===== src/rtl/seven_seg_decoder.sv =====
// Recovers hex digits from a multiplexed 7-segment scan bus (active-low anodes/segments)
// and publishes one complete frame of nibbles and valid/bad flags each time the scan wraps.
module seven_seg_decoder #(
    parameter int STABLE_SAMPLES = 1
) (
    input  logic        clk,
    input  logic        rst,
    input  logic        ce,
    input  logic [7:0]  anodes,
    input  logic [6:0]  segments,
    output logic [31:0] digits,
    output logic [7:0]  digits_valid,
    output logic [7:0]  bad_pattern,
    output logic        frame_done,
    output logic        multi_err
);

    typedef enum logic {
        EMPTY,
        COLLECT
    } frame_state_t;

    localparam logic [3:0] STABLE_N = STABLE_SAMPLES[3:0];

    // Returns {legal, nibble}; segments are bit6=g .. bit0=a, active low.
    function automatic logic [4:0] decode_seg(input logic [6:0] seg);
        logic [4:0] r;
        case (seg)
            7'b1000000: r = 5'h10;
            7'b1111001: r = 5'h11;
            7'b0100100: r = 5'h12;
            7'b0110000: r = 5'h13;
            7'b0011001: r = 5'h14;
            7'b0010010: r = 5'h15;
            7'b0000010: r = 5'h16;
            7'b1111000: r = 5'h17;
            7'b0000000: r = 5'h18;
            7'b0010000: r = 5'h19;
            7'b0001000: r = 5'h1A;
            7'b0000011: r = 5'h1B;
            7'b1000110: r = 5'h1C;
            7'b0100001: r = 5'h1D;
            7'b0000110: r = 5'h1E;
            7'b0001110: r = 5'h1F;
            default:    r = 5'h00;
        endcase
        return r;
    endfunction

    function automatic logic [3:0] sat_inc(input logic [3:0] c);
        return (c == 4'hF) ? 4'hF : c + 4'd1;
    endfunction

    frame_state_t state_p0;
    logic [3:0]   cnt_p0;
    logic [2:0]   prev_idx_p0;
    logic [6:0]   prev_seg_p0;
    logic [2:0]   last_idx_p0;
    logic [31:0]  work_dig_p0;
    logic [7:0]   work_vld_p0;
    logic [7:0]   work_bad_p0;

    logic [3:0]   n_low;
    logic [2:0]   idx;
    logic         is_single;
    logic         is_multi;
    logic         same_pat;
    logic [3:0]   cnt_nx;
    logic         commit;
    logic         boundary;
    logic         legal;
    logic [3:0]   nib;
    logic [31:0]  dig_nx;
    logic [7:0]   vld_nx;
    logic [7:0]   bad_nx;

    always_comb begin
        n_low = '0;
        idx   = '0;
        for (int i = 0; i < 8; i++) begin
            if (!anodes[i]) begin
                n_low = n_low + 4'd1;
                idx   = 3'(i);
            end
        end
    end

    assign is_single = (n_low == 4'd1);
    assign is_multi  = (n_low > 4'd1);

    // A nonzero count already implies the previous sample was a single.
    assign same_pat = is_single && (cnt_p0 != 4'd0) &&
                      (idx == prev_idx_p0) && (segments == prev_seg_p0);

    always_comb begin
        if (!is_single)
            cnt_nx = 4'd0;
        else if (same_pat)
            cnt_nx = sat_inc(cnt_p0);
        else
            cnt_nx = 4'd1;
    end

    // Commit only on the transition into STABLE_N, so a held or saturated pattern fires once.
    assign commit   = is_single && (cnt_nx == STABLE_N) && !(same_pat && (cnt_p0 >= STABLE_N));
    assign boundary = commit && (state_p0 == COLLECT) && (idx <= last_idx_p0);
    assign {legal, nib} = decode_seg(segments);

    always_comb begin
        dig_nx = work_dig_p0;
        vld_nx = boundary ? 8'h00 : work_vld_p0;
        bad_nx = boundary ? 8'h00 : work_bad_p0;
        for (int i = 0; i < 8; i++) begin
            if (idx == 3'(i)) begin
                vld_nx[i] = legal;
                bad_nx[i] = !legal;
                if (legal)
                    dig_nx[4*i +: 4] = nib;
            end
        end
    end

    always_ff @(posedge clk) begin
        if (ce && is_single) begin
            prev_idx_p0 <= idx;
            prev_seg_p0 <= segments;
        end
    end

    // ---- sample stage: classify, stabilise, commit, publish ----
    always_ff @(posedge clk) begin
        if (rst) begin
            state_p0     <= EMPTY;
            cnt_p0       <= 4'd0;
            last_idx_p0  <= 3'd0;
            work_dig_p0  <= '0;
            work_vld_p0  <= '0;
            work_bad_p0  <= '0;
            digits       <= '0;
            digits_valid <= '0;
            bad_pattern  <= '0;
            frame_done   <= 1'b0;
            multi_err    <= 1'b0;
        end else begin
            frame_done <= 1'b0;
            multi_err  <= 1'b0;
            if (ce) begin
                multi_err <= is_multi;
                cnt_p0    <= cnt_nx;
                if (commit) begin
                    state_p0    <= COLLECT;
                    last_idx_p0 <= idx;
                    work_dig_p0 <= dig_nx;
                    work_vld_p0 <= vld_nx;
                    work_bad_p0 <= bad_nx;
                    if (boundary) begin
                        digits       <= work_dig_p0;
                        digits_valid <= work_vld_p0;
                        bad_pattern  <= work_bad_p0;
                        frame_done   <= 1'b1;
                    end
                end
            end
        end
    end

endmodule


===== config.mk =====
export PLATFORM = sky130hd
export DESIGN_NAME = seven_seg_decoder
export DESIGN_NICKNAME = d
export VERILOG_FILES = /design/src/rtl/seven_seg_decoder.sv
export SDC_FILE = /design/constraint.sdc
export NUM_CORES = 1
export LEC_CHECK = 0
export CORE_MARGIN = 3
export CORE_UTILIZATION = 40
export CTS_CLUSTER_DIAMETER = 100
export DETAILED_ROUTE_END_ITERATION = 7
export GPL_TIMING_DRIVEN = 0
export REMOVE_ABC_BUFFERS = 1
export SETUP_SLACK_MARGIN = 0.15
export SKIP_CTS_REPAIR_TIMING = 1
export SYNTH_ARGS = -nofsm -noshare
export SYNTH_HDL_FRONTEND = slang
export SYNTH_SLANG_ARGS = --single-unit

===== constraint.sdc =====
create_clock -name clk -period 19.9 [get_ports clk]
set_clock_uncertainty 0.15 [all_clocks]
set_input_delay 3.98 -clock clk [delete_from_list [all_inputs] [get_ports clk]]
set_output_delay 3.98 -clock clk [all_outputs]
set_load 0.01 [all_outputs]

==> impl_metrics.ini <==
[synthesis]
synth-seq-cells = 116
yosysWarnings = 0
synth-edff-count = 10
async_flop_share = 0
avgSynthCellArea_sq_um = 9.028
synth.distinct_cells = 73
syn_inst = 659
synth_area_sq_mm = 0.005949
synth_top_flop_cell = dfxtp_1
ys_seq_area_frac = 0.4072

[global_route]
grt_overflow = 0
grt_pass1_wl_microns = 24020
track_usage = 0.1826
antenna_found_initial = 0
grt_pass1_vias = 4814
grt_start_max_net_pins = 100

[finish]
fill_cells = 1313
final_core_util = 0.5179
final_cells = 899
final_layout_size_suffix_gt1_frac = 0.07371
layout_common_cells = 117 x nand2_1, 106 x dfxtp_1, 67 x clkdlybuf4s50_1
final_common_cell = nand2_1
syn2layout_area_growth_pct = 23.64
n_antenna_cell = 0
fin_nets = 739

[place]
gp_congestion = 0.8211
dp_hpwl_microns = 9903
dp.cells = 866
placement.io_buffers = 67

[die]
ioPinCount = 68
initial_core_util = 0.4189
die_y_microns = 128.0
die_w_microns = 128.0
dieArea_sq_mm = 0.01637
placement_rows = 43
core_area_sq_mm = 0.01420

[clock_tree]
cts.htree.levels = 4
cts_inserted_buffers = 17
clk_path_buf_depth = 2
cts_tree = yes
cts.clk_slew.worst_paths_ns = 0.05
cts_root_buf = clkbuf_16
cts.sinks = 116
worstSkewPairLatency_ns = 0.41

[critical_path]
ff2ff_path_depth = 9
crit_path_max_incr_delay_ns = 0.92
worstSetupEndpointType = flip-flop
critPathTopFamily = simple AND/OR/NAND/NOR gates
reg2reg_to = digits[2]$_SDFFE_PP0P_
critical_path.cell_chain = clkdlybuf4s50_1 > inv_1 > ha_1 > xnor2_1 > ha_1 > nor3_1 > mux2i_1 > o221ai_1 > inv_1 > ha_1 > nor2b_1 > xnor2_1 > xor2_1 > or3b_1 > a211oi_2 > buf_6 > o211ai_2 > nor3b_2 > mux2i_1
startpoint_type = input pin
crit_slowest_cell = nor3b_2
crit_top_cell = ha_1
crit_start = anodes[1]
reg2reg_slack_ns = 16.08
criticalPathCategory = in2reg
reg2reg_from = cnt_p0[0]$_SDFFE_PP0P_
path_buf_inv = 4
path_max_fanout = 16
cp.arrival_ns = 10.08
cp.required_ns = 20.09

[pwr]
p_per_area_mw_per_mm2 = 91.25
p_leak_nw = 2.861
vdd_drop_max_uv = 66.30

[outcome]
outcome = finished clean

[sta]
min_period_over_period = 0.4972
fin_tns_setup_ns = 0
setup_violations = 0
relSlewSlack = 0.1166
max_freq_ghz = 0.1011
period_minus_slack_ns = 9.894
worst_pin_slew_ns = 1.321
hold_viol_final = 0
slew_violations = 0
rsz0062_at_grt = no

[hold_path]
hold_path.class = reg2reg
hold_depth = 2
whs_endpoint = digits[29]$_SDFFE_PP0P_
holdCritStartpoint = digits[29]$_SDFFE_PP0P_

[detailed_routing]
dr_wl_met3_microns = 651
drtPass1Iterations = 4
wl_per_cell_microns = 16.65
drt-initial-drc-count = 370
vias = 5032
wl_microns = 14970
wl_met2_microns = 7206
ant_nets = 0
met1_length_microns = 6845
viasPerCell = 5.597
drc = 0
dr.max_layer_used = met4

[job]
maxCapViolations = 0
==> sequential cells by signal, summed over array words and instances, names as in the netlist <==
name and cells:
bad_pattern 8, cnt_p0 4, digits 32, digits_valid 8
frame_done 1, last_idx_p0 3, multi_err 1, prev_idx_p0 3
prev_seg_p0 7, state_p0 1, work_bad_p0 8, work_dig_p0 32
work_vld_p0 8
==> worst min-delay path, stage by stage, from the launching register on <==
cell	delay, ns
dfxtp_1	0.30
nand2_1	0.05
mux2i_1	0.05
==> cells by family after synthesis <==
group / count (synthesis) / synth area share
fa+ha+maj: 15 / 0.03155
compound gates: 110 / 0.1342
flops: 116 / 0.4072
buf+inv: 68 / 0.04606
xor+xnor: 27 / 0.04774
mux: 68 / 0.1148
simple gates: 255 / 0.2185
==> worst max-delay path by stage <==
stage / end / cells after the start
finish: digits[2]$_SDFFE_PP0P_ / 19
CTS: digits[25]$_SDFFE_PP0P_ / 18
detailed placement: digits[31]$_SDFFE_PP0P_ / 18
global placement: digits[0]$_SDFFE_PP0P_ / 17
global route: digits[25]$_SDFFE_PP0P_ / 19
floorplan: digits[0]$_SDFFE_PP0P_ / 16
==> layout make-up <==
type	count	area (sq um)	share of cell area
clock buffer	25	528.0	0.07178
clock inverter	7	88.84	0.01208
sequential	116	2422	0.3293
timing repair buffer	73	742.0	0.1009
tap	180	225.2	0.03062
inverter	23	88.84	0.01208
multi-input combinational	475	3261	0.4433
==> layer usage <==
| metal | track usage | up-vias |
|---|---|---|
| li1 | - | 2483 |
| met1 | 0.2325 | 2390 |
| met2 | 0.3041 | 135 |
| met3 | 0.04125 | 24 |
| met4 | 0.06492 | 0 |
| met5 | 0 | - |
==> per-stage QoR <==
step / instance area, sq um / hold slack [ns] / total power, W / setup slack (ns)
after floorplan: 5762 / 0.2830 / 0.0003231 / 9.588
after global placement: 6658 / 0.2939 / 0.0003550 / 7.232
after detailed placement: 6726 / 0.3006 / 0.0003592 / 8.757
after CTS: 7343 / 0.3133 / 0.0006736 / 9.152
after global routing: 7356 / 0.3311 / 0.0006968 / 9.470
final: 7356 / 0.3071 / 0.0006712 / 10.01
==> synth_stat cells (3+ instances only) <==
cell type  number  area [sq um]
nor3_1         23         115.1
o31ai_1         5         37.54
dfxtp_1       106          2122
inv_1          21         78.83
or4_4           4         45.04
nand3b_1        5         37.54
buf_1           3         11.26
nand3_1         8         40.04
xor2_1         11         96.34
nand4_1         5         31.28
clkbuf_1       29         108.9
a31oi_1        12         75.07
a2111oi_0       4         35.03
o21ai_0        11         55.05
edfxtp_1       10         300.3
a211oi_1        4         30.03
xnor2_1        13         113.9
nor2b_1        15         93.84
buf_2          12         60.06
or4_1           4         30.03
o32ai_1        12         105.1
and3_1          4         25.02
o21a_1          4         30.03
mux2i_1        66         660.6
ha_1           15         187.7
nand2_1       117         439.2
o22ai_1        15         93.84
nor2_1         29         108.9
nor4_1         12         75.07
a21oi_1        15         75.07
nand2b_1        8         50.05
nor3b_1         4         30.03
==> where the power goes <==
part | total, W | leakage (nW) | switching, W | internal (W)
clock network | 0.000313 | 0.308 | 0.000105 | 0.000209
logic | 0.000112 | 1.60 | 0.0000741 | 0.0000381
registers | 0.000246 | 0.949 | 0.00000293 | 0.000243
total | 0.000671 | 2.86 | 0.000182 | 0.000489
No activity file was read; power rests on OpenSTA's default activity.
